**src/rtl/uart_pkg.sv**
```systemverilog
// Shared UART definitions: FSM state encoding and framing constants.
// Used by both the transmitter and the receiver.
package uart_pkg;

    typedef enum logic [2:0] {
        IDLE    = 3'd0,
        START   = 3'd1,
        DATA    = 3'd2,
        STOP    = 3'd3,
        CLEANUP = 3'd4
    } uart_state_t;

    localparam int DATA_BITS             = 8;
    localparam int STOP_BITS             = 1;
    localparam int DEFAULT_CLOCK_PER_BIT = 50;

endpackage

```
**src/rtl/uart_tx_fifo.sv**
```systemverilog
// Synchronous byte FIFO feeding the UART transmitter.
// Pushes while full and pops while empty are ignored.
module uart_tx_fifo #(
    parameter int DEPTH = 4,
    parameter int WIDTH = 8
) (
    input  logic                      clk,
    input  logic                      rst,
    input  logic                      push,
    input  logic                      pop,
    input  logic [WIDTH-1:0]          data_in,
    output logic [WIDTH-1:0]          data_out,
    output logic                      full,
    output logic                      empty,
    output logic [$clog2(DEPTH):0]    count
);
    localparam int PTR_W = $clog2(DEPTH);
    localparam int CNT_W = PTR_W + 1;

    logic [WIDTH-1:0] mem [DEPTH];
    logic [PTR_W-1:0] wr_ptr;
    logic [PTR_W-1:0] rd_ptr;
    logic             do_push;
    logic             do_pop;

    assign full     = (count == CNT_W'(DEPTH));
    assign empty    = (count == {CNT_W{1'b0}});
    assign do_push  = push && !full;
    assign do_pop   = pop && !empty;
    assign data_out = mem[rd_ptr];

    // Pointer and occupancy tracking; pointers wrap naturally at the power-of-two depth.
    always_ff @(posedge clk) begin
        if (rst) begin
            wr_ptr <= {PTR_W{1'b0}};
            rd_ptr <= {PTR_W{1'b0}};
            count  <= {CNT_W{1'b0}};
        end else begin
            wr_ptr <= do_push ? wr_ptr + PTR_W'(1) : wr_ptr;
            rd_ptr <= do_pop  ? rd_ptr + PTR_W'(1) : rd_ptr;
            case ({do_push, do_pop})
                2'b10:   count <= count + CNT_W'(1);
                2'b01:   count <= count - CNT_W'(1);
                default: count <= count;
            endcase
        end
    end

    // Storage array; contents need no reset since the pointers gate every read.
    always_ff @(posedge clk) begin
        if (do_push) begin
            mem[wr_ptr] <= data_in;
        end else begin
            mem[wr_ptr] <= mem[wr_ptr];
        end
    end

endmodule

```
**src/rtl/uart_transmitter.sv**
```systemverilog
// 8N1 UART transmitter: buffered valid/ready byte input, LSB-first serialisation,
// one idle-high CLEANUP cycle after each stop bit.
module uart_transmitter
    import uart_pkg::*;
#(
    parameter int CLOCK_PER_BIT = DEFAULT_CLOCK_PER_BIT,
    parameter int FIFO_DEPTH    = 4
) (
    input  logic                          clk,
    input  logic                          rst,
    input  logic                          tx_valid,
    input  logic [7:0]                    data_in_tx,
    output logic                          tx_ready,
    output logic                          serial_output,
    output logic                          tx_busy,
    output logic                          tx_done,
    output logic [$clog2(FIFO_DEPTH):0]   fifo_count
);
    localparam int               CNT_W    = $clog2(CLOCK_PER_BIT);
    localparam logic [CNT_W-1:0] CNT_LAST = CNT_W'(CLOCK_PER_BIT - 1);
    localparam logic [2:0]       LAST_BIT = 3'(DATA_BITS - 1);

    uart_state_t          state;
    uart_state_t          state_next;
    logic [CNT_W-1:0]     bit_cnt;
    logic [CNT_W-1:0]     bit_cnt_next;
    logic [2:0]           bit_index;
    logic [2:0]           bit_index_next;
    logic [DATA_BITS-1:0] shift_reg;
    logic [DATA_BITS-1:0] fifo_head;
    logic                 fifo_full;
    logic                 fifo_empty;
    logic                 push;
    logic                 pop;
    logic                 at_last;
    logic                 serial_next;
    logic                 done_next;

    assign tx_ready = !rst && !fifo_full;
    assign push     = tx_valid && tx_ready;
    assign at_last  = (bit_cnt == CNT_LAST);

    uart_tx_fifo #(
        .DEPTH (FIFO_DEPTH),
        .WIDTH (DATA_BITS)
    ) u_fifo (
        .clk      (clk),
        .rst      (rst),
        .push     (push),
        .pop      (pop),
        .data_in  (data_in_tx),
        .data_out (fifo_head),
        .full     (fifo_full),
        .empty    (fifo_empty),
        .count    (fifo_count)
    );

    // State, counters, byte holding register and registered line outputs.
    always_ff @(posedge clk) begin
        if (rst) begin
            state         <= IDLE;
            bit_cnt       <= {CNT_W{1'b0}};
            bit_index     <= 3'd0;
            shift_reg     <= {DATA_BITS{1'b0}};
            serial_output <= 1'b1;
            tx_done       <= 1'b0;
            tx_busy       <= 1'b0;
        end else begin
            state         <= state_next;
            bit_cnt       <= bit_cnt_next;
            bit_index     <= bit_index_next;
            shift_reg     <= pop ? fifo_head : shift_reg;
            serial_output <= serial_next;
            tx_done       <= done_next;
            tx_busy       <= (state != IDLE);
        end
    end

    // Next-state and counter logic; the bit counter restarts at every bit boundary.
    always_comb begin
        state_next     = state;
        bit_cnt_next   = {CNT_W{1'b0}};
        bit_index_next = bit_index;
        case (state)
            IDLE: begin
                bit_index_next = 3'd0;
                if (!fifo_empty) begin
                    state_next = START;
                end else begin
                    state_next = IDLE;
                end
            end
            START: begin
                if (at_last) begin
                    state_next = DATA;
                end else begin
                    bit_cnt_next = bit_cnt + CNT_W'(1);
                end
            end
            DATA: begin
                if (!at_last) begin
                    bit_cnt_next = bit_cnt + CNT_W'(1);
                end else if (bit_index == LAST_BIT) begin
                    state_next = STOP;
                end else begin
                    bit_index_next = bit_index + 3'd1;
                end
            end
            STOP: begin
                if (at_last) begin
                    state_next = CLEANUP;
                end else begin
                    bit_cnt_next = bit_cnt + CNT_W'(1);
                end
            end
            CLEANUP: state_next = IDLE;
            default: state_next = IDLE;
        endcase
    end

    // Output decode: FIFO pop, next line level and the end-of-stop-bit pulse.
    always_comb begin
        pop         = 1'b0;
        serial_next = 1'b1;
        done_next   = 1'b0;
        case (state)
            IDLE: begin
                if (!fifo_empty) begin
                    pop         = 1'b1;
                    serial_next = 1'b0;
                end else begin
                    serial_next = 1'b1;
                end
            end
            START: begin
                if (at_last) begin
                    serial_next = shift_reg[0];
                end else begin
                    serial_next = 1'b0;
                end
            end
            DATA: begin
                if (at_last && (bit_index == LAST_BIT)) begin
                    serial_next = 1'b1;
                end else begin
                    serial_next = shift_reg[bit_index_next];
                end
            end
            STOP: begin
                serial_next = 1'b1;
                done_next   = at_last;
            end
            CLEANUP: serial_next = 1'b1;
            default: serial_next = 1'b1;
        endcase
    end

endmodule

```
**config.mk**
```make
export PLATFORM = sky130hd
export DESIGN_NAME = uart_transmitter
export DESIGN_NICKNAME = d
export VERILOG_FILES = /design/src/rtl/uart_pkg.sv /design/src/rtl/uart_tx_fifo.sv /design/src/rtl/uart_transmitter.sv
export SDC_FILE = /design/constraint.sdc
export NUM_CORES = 1
export LEC_CHECK = 0
export CORE_ASPECT_RATIO = 0.9
export CORE_MARGIN = 10
export CORE_UTILIZATION = 35
export CTS_BUF_LIST = sky130_fd_sc_hd__clkbuf_4 sky130_fd_sc_hd__clkbuf_8
export DETAILED_ROUTE_END_ITERATION = 10
export PLACE_DENSITY = 0.59
export SYNTH_ARGS = -nofsm -noshare
export SYNTH_HDL_FRONTEND = slang
export SYNTH_SLANG_ARGS = --single-unit
```
**constraint.sdc**
```tcl
create_clock -name clk -period 4.3 [get_ports clk]
set_input_delay 0.43 -clock clk [delete_from_list [all_inputs] [get_ports clk]]
set_output_delay 0.43 -clock clk [all_outputs]
set_load 0.05 [all_outputs]
```
* After elaboration in Yosys (flattened, before gate mapping)
Memories as Yosys holds them, arrays and structs flattened. A register that Yosys moved wholly into a read port is not among the register bits.
Index checks and enable logic that the tools add are counted.
Widths: inputs -> output; s select.
** Cells by class
- Bitwise operators :: 3
- Equal/unequal tests :: 13
- Reduce and logical (&&, ||, !) cells :: 17
- Multiplexer cells :: 22
- Add/subtract/negate cells :: 6
- Order comparisons :: 1
** Operator list (count)
- $mux 3 :: 6
- $pmux 3 s2 :: 2
- $pmux 3 s4 :: 1
- $mux 1 :: 10
- $mux 8 :: 1
- $ne 2x2->1 const B :: 4
- $add 3x1->3 const B :: 2
- $add 6x1->6 const B :: 1
- $eq 3x2->1 const B :: 2
- $eq 3x3->1 const B :: 2
- $eq 6x6->1 const B :: 1
- $logic_not 3->1 :: 2
- $reduce_or 3->1 :: 2
- $logic_and 1x1->1 :: 5
- $add 2x1->2 const B :: 2
- $lt 3x4->1 const B :: 1
- $reduce_and 4->1 :: 1
- $bmux 1 s3 :: 1
- $eq 3x1->1 const B :: 1
- $logic_not 1->1 :: 3
- $pmux 1 s3 :: 1
- $reduce_bool 3->1 :: 1
- $sub 3x1->3 const B :: 1
- $eq 2x1->1 const B :: 1
- 7 further kinds :: 8
** Word-level totals
- Input port bits :: 11
- Output and inout bits :: 7
- Bits in registers :: 22
- Memories kept :: 1
- Bits in writable memories :: 32
- Logic and storage cells :: 72
** Memories
- u_fifo.mem :: words 4, width 8, rd ports 1, clocked after memory_dff 1, wr ports 1, RTL line uart_tx_fifo.sv:20 : logic [WIDTH-1:0] mem [DEPTH];

* Longest topological paths before layout
- Depth in word-level cells :: 8
- Depth in mapped cells :: 11
- Mapped depth without buffers :: 10

* Cells and area by module
Synthesis repeated with hierarchy kept, for this count alone.
** Unflattened totals
- Cell total of the unflattened synthesis :: 238
- Area total of the unflattened synthesis :: 2869.0 um^2
** By module, submodules not included
- uart_tx_fifo :: instances 1, cells an instance 96, area each 1630.3 um^2, seq. area each 1141.1 um^2
- uart_transmitter :: instances 1, cells an instance 142, area each 1238.7 um^2, seq. area each 460.4 um^2

* Worst setup path before layout
No wires, ideal clock.
- Path kind :: register to register
- From :: register u_fifo.count[1]
- To :: register u_fifo.count[2]
- Arrival :: 3105 ps
- Path slack :: 1125 ps
- Stages on the path, launching flop included :: 11
- Data required time :: 4229 ps
- Setup time :: 71 ps
- Path through :: dfxtp_1 inv_1 a31oi_1 and2_1 inv_1 ha_1 inv_1 fa_1 xor2_1 or3_1 a21oi_1
** On the way
- Cells in the longest elaborated chain, start to end :: 7
- Elaborated cells on any way between the ends :: 16
** RTL lines
- start, declared :: RTL line uart_tx_fifo.sv:15 : output logic [$clog2(DEPTH):0] count
- start signal, assigned :: RTL line uart_tx_fifo.sv:37 : count <= {CNT_W{1'b0}};
- start signal, assigned :: RTL line uart_tx_fifo.sv:42 : 2'b10: count <= count + CNT_W'(1);
- start signal, assigned :: RTL line uart_tx_fifo.sv:43 : 2'b01: count <= count - CNT_W'(1);
- $eq 3x3->1 * :: RTL line uart_tx_fifo.sv:26 : assign full = (count == CNT_W'(DEPTH));
- $logic_not 1->1 * :: RTL line uart_transmitter.sv:39 : assign tx_ready = !rst && !fifo_full;
- $logic_and 1x1->1 * :: RTL line uart_transmitter.sv:39
- net tx_ready :: RTL line uart_transmitter.sv:13 : output logic tx_ready,
- $logic_and 1x1->1 * :: RTL line uart_transmitter.sv:40 : assign push = tx_valid && tx_ready;
- $logic_and 1x1->1 * :: RTL line uart_tx_fifo.sv:28 : assign do_push = push && !full;
- $eq 2x1->1 or $eq 2x2->1 (tied branches) :: RTL line uart_tx_fifo.sv:41 : case ({do_push, do_pop})
- $pmux 3 s2 or $reduce_bool 2->1 (tied branches)
The timed path passes the listed nets; every way through them passes the cells marked *.
A chain may end at the register's enable or synchronous reset.

* Final worst setup path
- From :: input port rst
- To :: output port tx_ready
** On the way
- Cells in the longest elaborated chain, start to end :: 2
** RTL lines
- start, declared :: RTL line uart_transmitter.sv:10 : input logic rst,
- $logic_not 1->1 :: RTL line uart_transmitter.sv:39
- $logic_and 1x1->1 :: RTL line uart_transmitter.sv:39
- end, declared :: RTL line uart_transmitter.sv:13
No other way between the ends.

==> flow_metrics.py <==
metrics = {
    "run_status": {
        "status": "finished, final reports clean",
    },
    "floorplan": {
        "die_h_um": 104,
        "pin_count": 18,
        "die_x_um": 113,
        "core-area_um2": 7580,
        "initial_core_util": 0.361,
        "row_count": 30,
        "die_area_um2": 11800,
    },
    "cells_and_area": {
        "fillers": 734,
        "final_cell_mix": "edfxtp_1, dfxtp_1, nand2_1",
        "nNetsFinal": 264,
        "antenna_cells": 0,
        "utilization": 0.423,
        "area_growth_pct": 17.2,
        "largest_reg_flops": 32,
        "fin_area_um2": 3210,
        "layout-drive-gt1-share": 0.124,
        "layout_commonest_cell": "edfxtp_1",
    },
    "setup_path": {
        "crit_type": "primary input to output pin",
        "reg2reg_depth": 9,
        "end_kind": "output pin",
        "cp_max_fo": 22,
        "required_ns": 3.87,
        "cp-start-kind": "primary input",
        "crit_path_top_delay_cell": "clkdlybuf4s50_1",
        "path_cells": "clkdlybuf4s50_1, buf_4, a31oi_1, clkdlybuf4s50_1",
        "r2r_end": "u_fifo.count[2]",
        "arrival_ns": 2.30,
        "cpPeakStageDelay_ns": 0.89,
        "cpMostUsedCell": "clkdlybuf4s50_1",
        "r2r-start": "state[1]",
        "r2r_slack_ns": 1.71,
    },
    "yosys": {
        "yosysTopAreaCellShare": 0.351,
        "yosysSeqAreaShare": 0.570,
        "avgSynthCellArea_um2": 12.2,
        "synth.area.top_cells": "edfxtp_1, dfxtp_1, mux4_2",
        "synthCells": 224,
        "synth_largest_area_cell": "edfxtp_1",
        "synth-simple-area-share": 0.149,
        "synth_xor_area_frac": 0.0320,
        "ys_warn_count": 0,
        "synth_top_family_by_area": "simple AND/OR/NAND/NOR gates",
        "syn_area_um2": 2740,
        "synth_compound_area_frac": 0.106,
        "ys_ff_latch": 62,
        "synthMuxAreaShare": 0.0658,
        "synth_cell_type_count": 53,
        "synth_nets": 244,
        "synthAdderAreaFrac": 0.0439,
    },
    "routing": {
        "drtAntennaViolNets": 0,
        "post_drt_via_cell_ratio": 5.04,
        "drc": 0,
        "drt-total-wl_mm": 5.03,
        "dr.first_iter.drc_count": 85,
        "drt_first_pass_iters": 4,
        "vias": 1738,
        "post_drt_wl_per_cell_um": 14.6,
    },
    "power": {
        "leakagePower_nw": 1.09,
        "fin_total_pwr_mw": 1.74,
        "ir_drop_v": 0.000246,
        "power_density_nw_per_um2": 544,
    },
    "clock_tree": {
        "cts_root_buf": "clkbuf_8",
        "tritoncts": "yes",
        "hold_buffers": 0,
        "post_cts_resized": 0,
        "clk_pin_slew_worst_paths_ns": 0.07,
        "cts_buffers": 9,
        "cts_htree_levels": 3,
        "cts_sinks": 62,
        "post_cts_buffers": 0,
        "cts_buffer_depth": 2,
        "insertion_delay_ns": 0.34,
    },
    "min_path": {
        "min_to": "shift_reg[3]",
        "hp-start": "shift_reg[3]",
        "hp-class": "flop to flop",
        "min_path_cells": 2,
    },
    "placed_design": {
        "port_buffers": 17,
        "dpl-instance-area_um2": 2990,
        "dp_hpwl_mm": 3.51,
        "pre_cts_ws_ns": 1.44,
        "place_congestion": 0.803,
    },
    "sta": {
        "rsz0062_at_grt": "no",
        "layout_setup_ws_ns": 1.57,
        "hold_viol": 0,
        "worst_pin_slew_ns": 0.618,
        "fin_worst_skew_ns": 0.00672,
        "post-route-period-util": 0.634,
        "setup_viol": 0,
        "finalSetupTns_ns": 0,
        "slew_headroom": 0.587,
        "min_period_ns": 2.73,
        "drv_slew": 0,
        "fmax_mhz": 367,
    },
    "global_route": {
        "grt_max_degree": 23,
        "grtUsageTotal": 0.0890,
        "gr-total-overflow": 0,
        "antenna_found_initial": 0,
        "grt_first_pass_wirelength_mm": 8.54,
        "first_global_vias": 1807,
    },
    "flow_run": {
        "maxCapViolCount": 0,
    },
}
## cells by family (layout without fill, tap and decap cells)
kind of cell,Yosys count,count (layout)
buf+inv,20,45
simple gates,76,76
xor+xnor,10,10
flops,62,62
compound gates,39,39
fa+ha+maj,9,9
mux,8,8
## per-layer routing
metal / share of wire / vias to the layer above / track usage
met5: 0 / - / 0
met4: 0.0068 / 0 / 0.0389
met3: 0.054 / 5 / 0.0369
met2: 0.45 / 36 / 0.128
met1: 0.49 / 829 / 0.113
li1: - / 868 / -
## power by group
| group | switching (mW) | internal (mW) | total, mW |
|---|---|---|---|
| logic | 0.245 | 0.174 | 0.420 |
| clock network | 0.234 | 0.328 | 0.562 |
| registers | 0.0673 | 0.696 | 0.763 |
## worst max-delay path by stage
stage                               start              end  slack, ns  cells after the start
final                                 rst         tx_ready       1.57                      4
after global routing                  rst         tx_ready       1.44                      4
after CTS                             rst         tx_ready       1.57                      4
after detailed placement              rst  u_fifo.count[2]       1.44                     11
after global placement                rst  u_fifo.count[2]       1.51                     11
after floorplan           u_fifo.count[1]  u_fifo.count[2]       1.12                     10
## synthesized netlist by cell type (all sizes together)
library cell and number:
ha 8, o2111a 1, nand2 23, nand3 3
dfxtp 30, o2111ai 1, or3 2, a31o 1
nand4 2, nand3b 1, inv 11, a41o 1
nor4 1, and4 3, xnor2 4, a21boi 2
xor2 6, edfxtp 32, o221ai 1, nor2b 2
o211ai 1, a211oi 1, o31ai 2, clkbuf 3
a221oi 1, o311ai 3, and4b 2, o21ai 3
a31oi 4, nand2b 1, or2 1, and3 8
o31a 1, and4bb 1, fa 1, a221o 1
a21oi 15, nor3 4, and2 2, nor2 19
mux4 8, buf 6, nor3b 1
## per-stage QoR
stage                     hold slack [ns]  std cells
after floorplan                     0.430        224
after CTS                           0.460        345
after global routing                0.481        345
final                               0.457        345
after global placement              0.449        329
after detailed placement            0.450        329
## layout make-up
cell class                 count  area [um^2]  share of cell area
clock buffer                   9          124              0.0386
sequential                    62         1560               0.487
clock inverter                 7         97.6              0.0304
timing repair buffer          18          178              0.0554
inverter                      11         41.3              0.0129
tap                           96          120              0.0374
multi-input combinational    142         1090               0.339
## worst max-delay path: cells and delay by family
| kind | cells | cell delay [ns] |
|---|---|---|
| AO/OA/AOI/OAI | 1 | 0.36 |
| buffers and inverters | 3 | 1.50 |
(Power assumes the default switching activity.)
